`config.mk`:
```
export PLATFORM = sky130hd
export DESIGN_NAME = sync_frame_tx
export DESIGN_NICKNAME = d
export VERILOG_FILES = /design/src/rtl/sync_frame_pkg.sv /design/src/rtl/piso_shift_reg.sv /design/src/rtl/sync_frame_tx.sv
export SDC_FILE = /design/constraint.sdc
export NUM_CORES = 1
export LEC_CHECK = 0
export BUFFER_PORTS_ARGS = -buffer_cell sky130_fd_sc_hd__buf_2
export CAP_MARGIN = 10
export CORE_UTILIZATION = 56
export DETAILED_ROUTE_END_ITERATION = 10
export GPL_TIMING_DRIVEN = 0
export PLACE_DENSITY = 0.8
export SLEW_MARGIN = 25
export SYNTH_ARGS = -nofsm -noshare
export SYNTH_HDL_FRONTEND = slang
export SYNTH_HIERARCHICAL = 1
export SYNTH_SLANG_ARGS = --single-unit
```
`constraint.sdc`:
```
create_clock -name clk -period 3.8 [get_ports clk]
set_input_delay 0.19 -clock clk [delete_from_list [all_inputs] [get_ports clk]]
set_output_delay 0.19 -clock clk [all_outputs]
set_load 0.005 [all_outputs]
```
`src/rtl/sync_frame_pkg.sv`:
```
// Types and default sync framing shared by the serial frame transmitter and its matching receiver.
package sync_frame_pkg;

    typedef enum logic [1:0] {
        IDLE   = 2'b00,
        SYNC   = 2'b01,
        DATA   = 2'b10,
        PARITY = 2'b11
    } statetype;

    localparam int                      SYNC_LEN_DEF     = 4;
    localparam logic [SYNC_LEN_DEF-1:0] SYNC_PATTERN_DEF = 4'b1101;

endpackage

```
`src/rtl/piso_shift_reg.sv`:
```
// Parallel-in serial-out shift register, MSB out first, zero-fill; load wins over shift.
// One-cycle load latency; no flow control, the owner decides when to shift.
module piso_shift_reg #(
    parameter int WIDTH = 8
) (
    input  logic             clk,
    input  logic             reset,
    input  logic             load,
    input  logic             shift,
    input  logic [WIDTH-1:0] d,
    output logic             msb
);

    logic [WIDTH-1:0] q;

    always_ff @(posedge clk or posedge reset) begin
        if (reset) begin
            q <= '0;
        end else if (load) begin
            q <= d;
        end else if (shift) begin
            q <= {q[WIDTH-2:0], 1'b0};
        end
    end

    assign msb = q[WIDTH-1];

endmodule

```
`src/rtl/sync_frame_tx.sv`:
```
// Serial frame tx: sync pattern, data MSB-first, optional even parity (SYNC_FRAME_TX_PARITY_EN).
// First bit one cycle after accept; ready only in IDLE, valid while busy is ignored (no queuing).
module sync_frame_tx
    import sync_frame_pkg::*;
#(
    parameter int                  WIDTH        = 8,
    parameter int                  SYNC_LEN     = SYNC_LEN_DEF,
    parameter logic [SYNC_LEN-1:0] SYNC_PATTERN = SYNC_PATTERN_DEF
) (
    input  logic             clk,
    input  logic             reset,
    input  logic [WIDTH-1:0] data_in,
    input  logic             valid,
    output logic             ready,
    output logic             out,
    output logic             busy,
    output logic             sof,
    output logic             done
);

    localparam int MAX_LEN = (WIDTH > SYNC_LEN) ? WIDTH : SYNC_LEN;
    localparam int CNT_W   = (MAX_LEN > 1) ? $clog2(MAX_LEN) : 1;
    localparam int PAD_W   = 1 << CNT_W;

    localparam logic [CNT_W-1:0] SYNC_LAST = CNT_W'(SYNC_LEN - 1);
    localparam logic [CNT_W-1:0] DATA_LAST = CNT_W'(WIDTH - 1);
    // Padded so the counter can index it at full width.
    localparam logic [PAD_W-1:0] SYNC_PAD  = PAD_W'(SYNC_PATTERN);

    statetype         state, state_nxt;
    logic [CNT_W-1:0] bit_cnt, cnt_nxt;
    logic             load, shift, shreg_msb;

    piso_shift_reg #(.WIDTH(WIDTH)) u_shreg (
        .clk   (clk),
        .reset (reset),
        .load  (load),
        .shift (shift),
        .d     (data_in),
        .msb   (shreg_msb)
    );

    always_ff @(posedge clk or posedge reset) begin
        if (reset) begin
            state   <= IDLE;
            bit_cnt <= '0;
        end else begin
            state   <= state_nxt;
            bit_cnt <= cnt_nxt;
        end
    end

`ifdef SYNC_FRAME_TX_PARITY_EN
    logic par_q;

    always_ff @(posedge clk or posedge reset) begin
        if (reset) begin
            par_q <= 1'b0;
        end else if (load) begin
            par_q <= ^data_in;
        end
    end
`endif

    always_comb begin
        state_nxt = state;
        cnt_nxt   = bit_cnt;
        load      = 1'b0;
        shift     = 1'b0;
        case (state)
            IDLE: begin
                if (valid && ready) begin
                    state_nxt = SYNC;
                    cnt_nxt   = SYNC_LAST;
                    load      = 1'b1;
                end
            end
            SYNC: begin
                if (bit_cnt == '0) begin
                    state_nxt = DATA;
                    cnt_nxt   = DATA_LAST;
                end else begin
                    cnt_nxt = bit_cnt - CNT_W'(1);
                end
            end
            DATA: begin
                shift = 1'b1;
                if (bit_cnt == '0) begin
`ifdef SYNC_FRAME_TX_PARITY_EN
                    state_nxt = PARITY;
`else
                    state_nxt = IDLE;
`endif
                end else begin
                    cnt_nxt = bit_cnt - CNT_W'(1);
                end
            end
`ifdef SYNC_FRAME_TX_PARITY_EN
            PARITY: state_nxt = IDLE;
`endif
            default: begin
                state_nxt = IDLE;
                cnt_nxt   = '0;
            end
        endcase
    end

    always_comb begin
        out = 1'b0;
        case (state)
            SYNC:    out = SYNC_PAD[bit_cnt];
            DATA:    out = shreg_msb;
`ifdef SYNC_FRAME_TX_PARITY_EN
            PARITY:  out = par_q;
`endif
            default: out = 1'b0;
        endcase
    end

    assign ready = (state == IDLE);
    assign busy  = (state != IDLE);
    assign sof   = (state == SYNC) && (bit_cnt == SYNC_LAST);
`ifdef SYNC_FRAME_TX_PARITY_EN
    assign done  = (state == PARITY);
`else
    assign done  = (state == DATA) && (bit_cnt == '0);
`endif

endmodule

```
# [After elaboration in Yosys (flattened, before gate mapping)]
# Memories as Yosys holds them, arrays and structs flattened.
# Cells that the tools add are included.
[word_totals] in_bits=11 out_inout_bits=5 reg_bits=13 word_cells=37 n_memories=1 rom_bits=8
[op_classes] n_eq_ne=7 order_cmp=1 reduce_logical=9 n_mux=15 addsub=1
[mem_list] memory="(name not given)" words=8 width=1 read_ports=1 rd_clocked_by_memory_dff=0 write_ports=0 line="sync_frame_tx.sv:111" text="SYNC: out = SYNC_PAD[bit_cnt];"
[op_table] operator="two-way mux 8 bit" n=2
[op_table] operator="two-way mux 3 bit" n=3
[op_table] operator="case mux 3 bit (3 select lines)" n=1
[op_table] operator="two-way mux 2 bit" n=3
[op_table] operator="inequality test 2 bit, second input constant" n=3
[op_table] operator="case mux 2 bit (3 select lines)" n=1
[op_table] operator="< comparator 3 x 4 -> 1 bit, second input constant" n=1
[op_table] operator="two-way mux 1 bit" n=4
[op_table] operator="nonzero test 2 bit" n=2
[op_table] operator="== test 3 x 2 -> 1 bit, second input constant" n=1
[op_table] operator="logical AND 1 bit" n=3
[op_table] operator="logical NOT 3 bit" n=1
[op_table] operator="AND reduction 3 bit" n=1
[op_table] operator="subtractor 3 x 1 -> 3 bit, second input constant" n=1
[op_table] operator="== test 2 x 1 -> 1 bit, second input constant" n=1
[op_table] operator="== test 2 bit, second input constant" n=1
[op_table] operator="logical NOT 2 bit" n=1
[op_table] operator="inequality test 2 x 1 -> 1 bit, second input constant" n=1
[op_table] operator="case mux 1 bit (2 select lines)" n=1
[op_table] operator="AND reduction 2 bit" n=1

# [Logic depth before layout (Yosys ltp)]
[logic_depth] word_depth=5 depth_mapped=6 mapped_depth_nobuf=5

# [Cells and area by module]
# The synthesis kept the hierarchy.
[modules_own_cells] mod="sync_frame_tx" cells_per_inst=48 area_per_inst_um2=436.7 n_inst=1 seq_area_each_um2=125.1
[modules_own_cells] mod="piso_shift_reg" cells_per_inst=35 area_per_inst_um2=372.9 n_inst=1 seq_area_each_um2=200.2

# [Worst setup path after synthesis]
# OpenSTA, ideal clock, no wires.
[synth_timing] kind="reg2reg" start="register bit_cnt[0]" end="register bit_cnt[0]" setup_time_ps=122 path_stages_with_launch=6 arrival_time_ps=1310 n_path_buf=0 slack_ps=2369 cell_sequence="dfrtp_1 > inv_1 > ha_1 > and3b_1 > or2_1 > a32o_1"
[synth_via] elab_chain_cells=3 elab_cells_between_ends=7 cone_classes="add/sub: 1; eq/ne: 1; mux: 3; reduce/logical: 2"
[synth_lines] element="start, declared" line="sync_frame_tx.sv:31" text="logic [CNT_W-1:0] bit_cnt, cnt_nxt;"
[synth_lines] element="start signal, assigned" line="sync_frame_tx.sv:49" text="bit_cnt <= cnt_nxt;"
[synth_lines] element="subtractor 3 x 1 -> 3 bit / logical NOT 3 bit (equally long branches)"
[synth_lines] element="two-way mux 3 bit, or another cell as far along" line="sync_frame_tx.sv:88" text="if (bit_cnt == '0) begin"
[synth_lines] element="case mux 3 bit (3 select lines) / AND reduction 2 bit (equally long branches)"
# Several ways; a longest one is shown, not always the timed one. The select of a mux whose other input is x is not followed.
# A chain may end at the register's enable or synchronous reset.

# [Worst setup path in the final report]
[layout_timing] start="register state[1]" end="output port out"
[layout_via] elab_chain_cells=2 elab_cells_between_ends=3 cone_classes="eq/ne: 2; mux: 1"
[layout_lines] element="start, declared" line="sync_frame_tx.sv:30" text="statetype state, state_nxt;"
[layout_lines] element="start signal, assigned" line="sync_frame_tx.sv:48" text="state <= state_nxt;"
[layout_lines] element="== test 2 bit / == test 2 x 1 -> 1 bit (equally long branches)" line="sync_frame_tx.sv:110" text="case (state)"
[layout_lines] element="case mux 1 bit (2 select lines) (*)" line="sync_frame_tx.sv:110"
[layout_lines] element="end, declared" line="sync_frame_tx.sv:15" text="output logic out,"
# Mark *: on every way between the ends. The rest lies on a longest branch, timed or not.

==> out/qor.yml <==
sta:
  drv_slew: 0
  rsz0062_at_grt: "no"
  whs_ps: 132.7
  fin_skew_ps: 9.120
  hold_viol_final: 0
  min_period_ps: 1740
  setup_tns_ps: 0
  clock.fmax_mhz: 574.8
  relSlewSlack: 0.7385
  finalCritPeriodShare: 0.4578
  worstMarginPinSlew_ps: 391.4
  worst_slack_ps: 2060
  setup_viol: 0
drt:
  vias_per_cell: 5.636
  drt_first_pass_iters: 4
  drc: 0
  wl_per_cell_microns: 13.23
  first_iter_violations: 24
  wl_mm: 1.561
  drtAntennaViolNets: 0
  vias: 665
place:
  dpl_cell_area_sq_um: 903.4
  globalplace.congestion: 0.8765
  io_buffer_count: 15
  dp_slack_ps: 2246
  dpl.hpwl_mm: 1.240
pwr:
  combPwrFrac: 0.521
  vdd_drop_max_v: 0.0004586
  p_int_mw: 0.4196
  p_seq_frac: 0.360
  power_density_nw_per_um2: 753.8
  clockPowerShare: 0.119
  p_sw_frac: 0.4075
  p_leak_nw: 0.4587
  p_sw_mw: 0.2887
global_routing:
  antenna_found_initial: 0
  overflow: 0
  grt_usage: 0.2269
  grt_first_pass_wirelength_mm: 2.359
  grt_max_degree: 11
  first_global_vias: 551
cts:
  cts_tree: "done"
  path_clk_slew_ps: 80
  clock-sinks: 13
  cts_setup_buffers: 0
  hold_buffers: 1
  cts-root-buf: "clkbuf_4"
  numCtsBuffers: 3
  clockBufferDepth: 2
  h-tree-depth: 1
  clk_latency_ps: 270
  cts_resized: 0
synth:
  yosysUniqueCellTypes: 24
  synth-main-ff-cell: "dfrtp_1"
  avgSynthCellArea_sq_um: 9.753
  syn-instance-count: 83
  ys.warnings.count: 6
  synth_xor_area_frac: 0
  synth_mux_area_frac: 0.08655
  yosys-top-cells-count: "13 x dfrtp_1, 8 x ha_1, 8 x inv_1, 8 x nand2_1"
  synthAdderAreaFrac: 0.1236
  synth_most_common_cell: "dfrtp_1"
  synth_top_family_by_area: "simple AND/OR/NAND/NOR gates"
  synth_top_area_frac: 0.4019
  syn-cell-area_sq_um: 809.5
  ys_async_sr_fraction: 1.000
  synth.area.top_cells: "dfrtp_1 40%, ha_1 12%, mux2i_1 8.7%"
  seq_area_frac_synth: 0.4019
  yosys_register_bits: 13
  synth_compound_area_frac: 0.1607
  synth-simple-area-share: 0.1623
  syn-num-nets: 102
  synth_edf_count: 0
  yosys.area.top_type: "dfrtp_1"
setup_path:
  crit_type: "reg -> out"
  crit_arrival_ps: 1550
  cp_max_fo: 6
  startpoint_type: "flop"
  rrSetupSlack_ps: 2230
  endpoint_kind: "output pin"
  reg2reg_from: "bit_cnt[0]"
  cp.required_ps: 3610
  reg2reg_to: "bit_cnt[1]"
  worst-r2r-cell-count: 5
run_status:
  outcome: "finished clean"
floorplanning:
  initial_core_util: 0.6144
  core_sq_um: 1318
  chipWidth_microns: 40.02
  die_h_microns: 40.02
  dieArea_sq_um: 1602
  rows: 13
  io_pins: 16
hold_path:
  worstHoldEndpoint: "u_shreg/q[0]"
  hp-start: "data_in[0]"
  min_path_cells: 3
  hp-class: "in -> reg"
finish:
  area_growth_pct: 16.07
  utilization: 0.7132
  fillers: 102
  finalInstanceArea_sq_um: 939.7
  nets: 123
  antenna_cells: 0
  drive_gt1_frac: 0.2039
run:
  drv_cap: 0
==> per-stage QoR <==
stage                     total power [mW]  instances
after floorplan                     0.5259         83
after global placement              0.6042        113
after detailed placement            0.6266        113
after CTS                           0.7129        118
after global routing                0.7697        118
final                               0.7083        118
==> critical path, stage by stage, from the launching register on <==
cell	delay, ps
dfrtp_1	400
inv_1	100
ha_1	280
nor3b_1	210
a21oi_1	60
nor2b_1	110
buf_2	110
==> flip-flops by register name (all words and copies together) (netlist names) <==
name and flops:
u_shreg/q 8, state 2, bit_cnt 3
==> worst max-delay path by stage <==
stage                     slack [ps]          to  startpoint
after detailed placement        2250  bit_cnt[1]    state[0]
final                           2060         out    state[1]
after floorplan                 2370  bit_cnt[0]  bit_cnt[0]
after CTS                       2050         out    state[1]
after global placement          2290  bit_cnt[1]  bit_cnt[0]
after global routing            1910         out    state[1]
==> cells in the final DEF, fill, tap and decap left out, drive strengths merged <==
master       synthesis  routed
ha                   8       8
nand2                8       8
and3b                2       2
a21boi               1       1
inv                  8       8
nor2b                2       2
a211oi               2       2
a21oi                1       1
dfrtp               13      13
a22o                 1       1
nand2b               2       2
and2b                1       1
nand3                2       2
o31a                 1       1
dlygate4sd3          0       1
clkbuf               0       4
o21ai               13      13
a32o                 2       2
nor3                 1       1
or2                  1       1
nor2                 3       3
buf                  2      17
nor3b                1       1
mux2i                7       7
and2                 1       1
==> power by group through the flow <==
| stage | sequential (mW) | combinational [mW] | clock (mW) |
|---|---|---|---|
| floorplan | 0.241 | 0.285 | 0 |
| global placement | 0.252 | 0.352 | 0 |
| detailed placement | 0.258 | 0.369 | 0 |
| CTS | 0.254 | 0.371 | 0.0871 |
| global route | 0.261 | 0.415 | 0.0937 |
| finish | 0.255 | 0.369 | 0.0841 |
==> cell type report <==
type                    count  area (sq um)  area share
flip-flops and latches     13         325.3      0.3462
inverters                   8         30.03     0.03196
plain buffers               2         22.52     0.02397
repair buffers             16         85.08     0.09055
well taps                  15         18.77     0.01997
clock buffers               4         26.28     0.02796
multi-input cells          60         431.7      0.4594
==> metal layers <==
| metal | part of all wire | GRT usage | up-vias |
|---|---|---|---|
| li1 | - | - | 326 |
| met1 | 0.47 | 0.3206 | 318 |
| met2 | 0.49 | 0.3387 | 21 |
| met3 | 0.034 | 0.05000 | 0 |
| met4 | 0 | 0.07759 | 0 |
| met5 | 0 | 0 | - |
==> cells by family after synthesis <==
| group | after synthesis |
|---|---|
| flops | 13 |
| fa+ha+maj | 8 |
| buf+inv | 10 |
| mux | 7 |
| simple gates | 24 |
| compound gates | 21 |
Note: power is estimated with default switching activity, not from simulation.
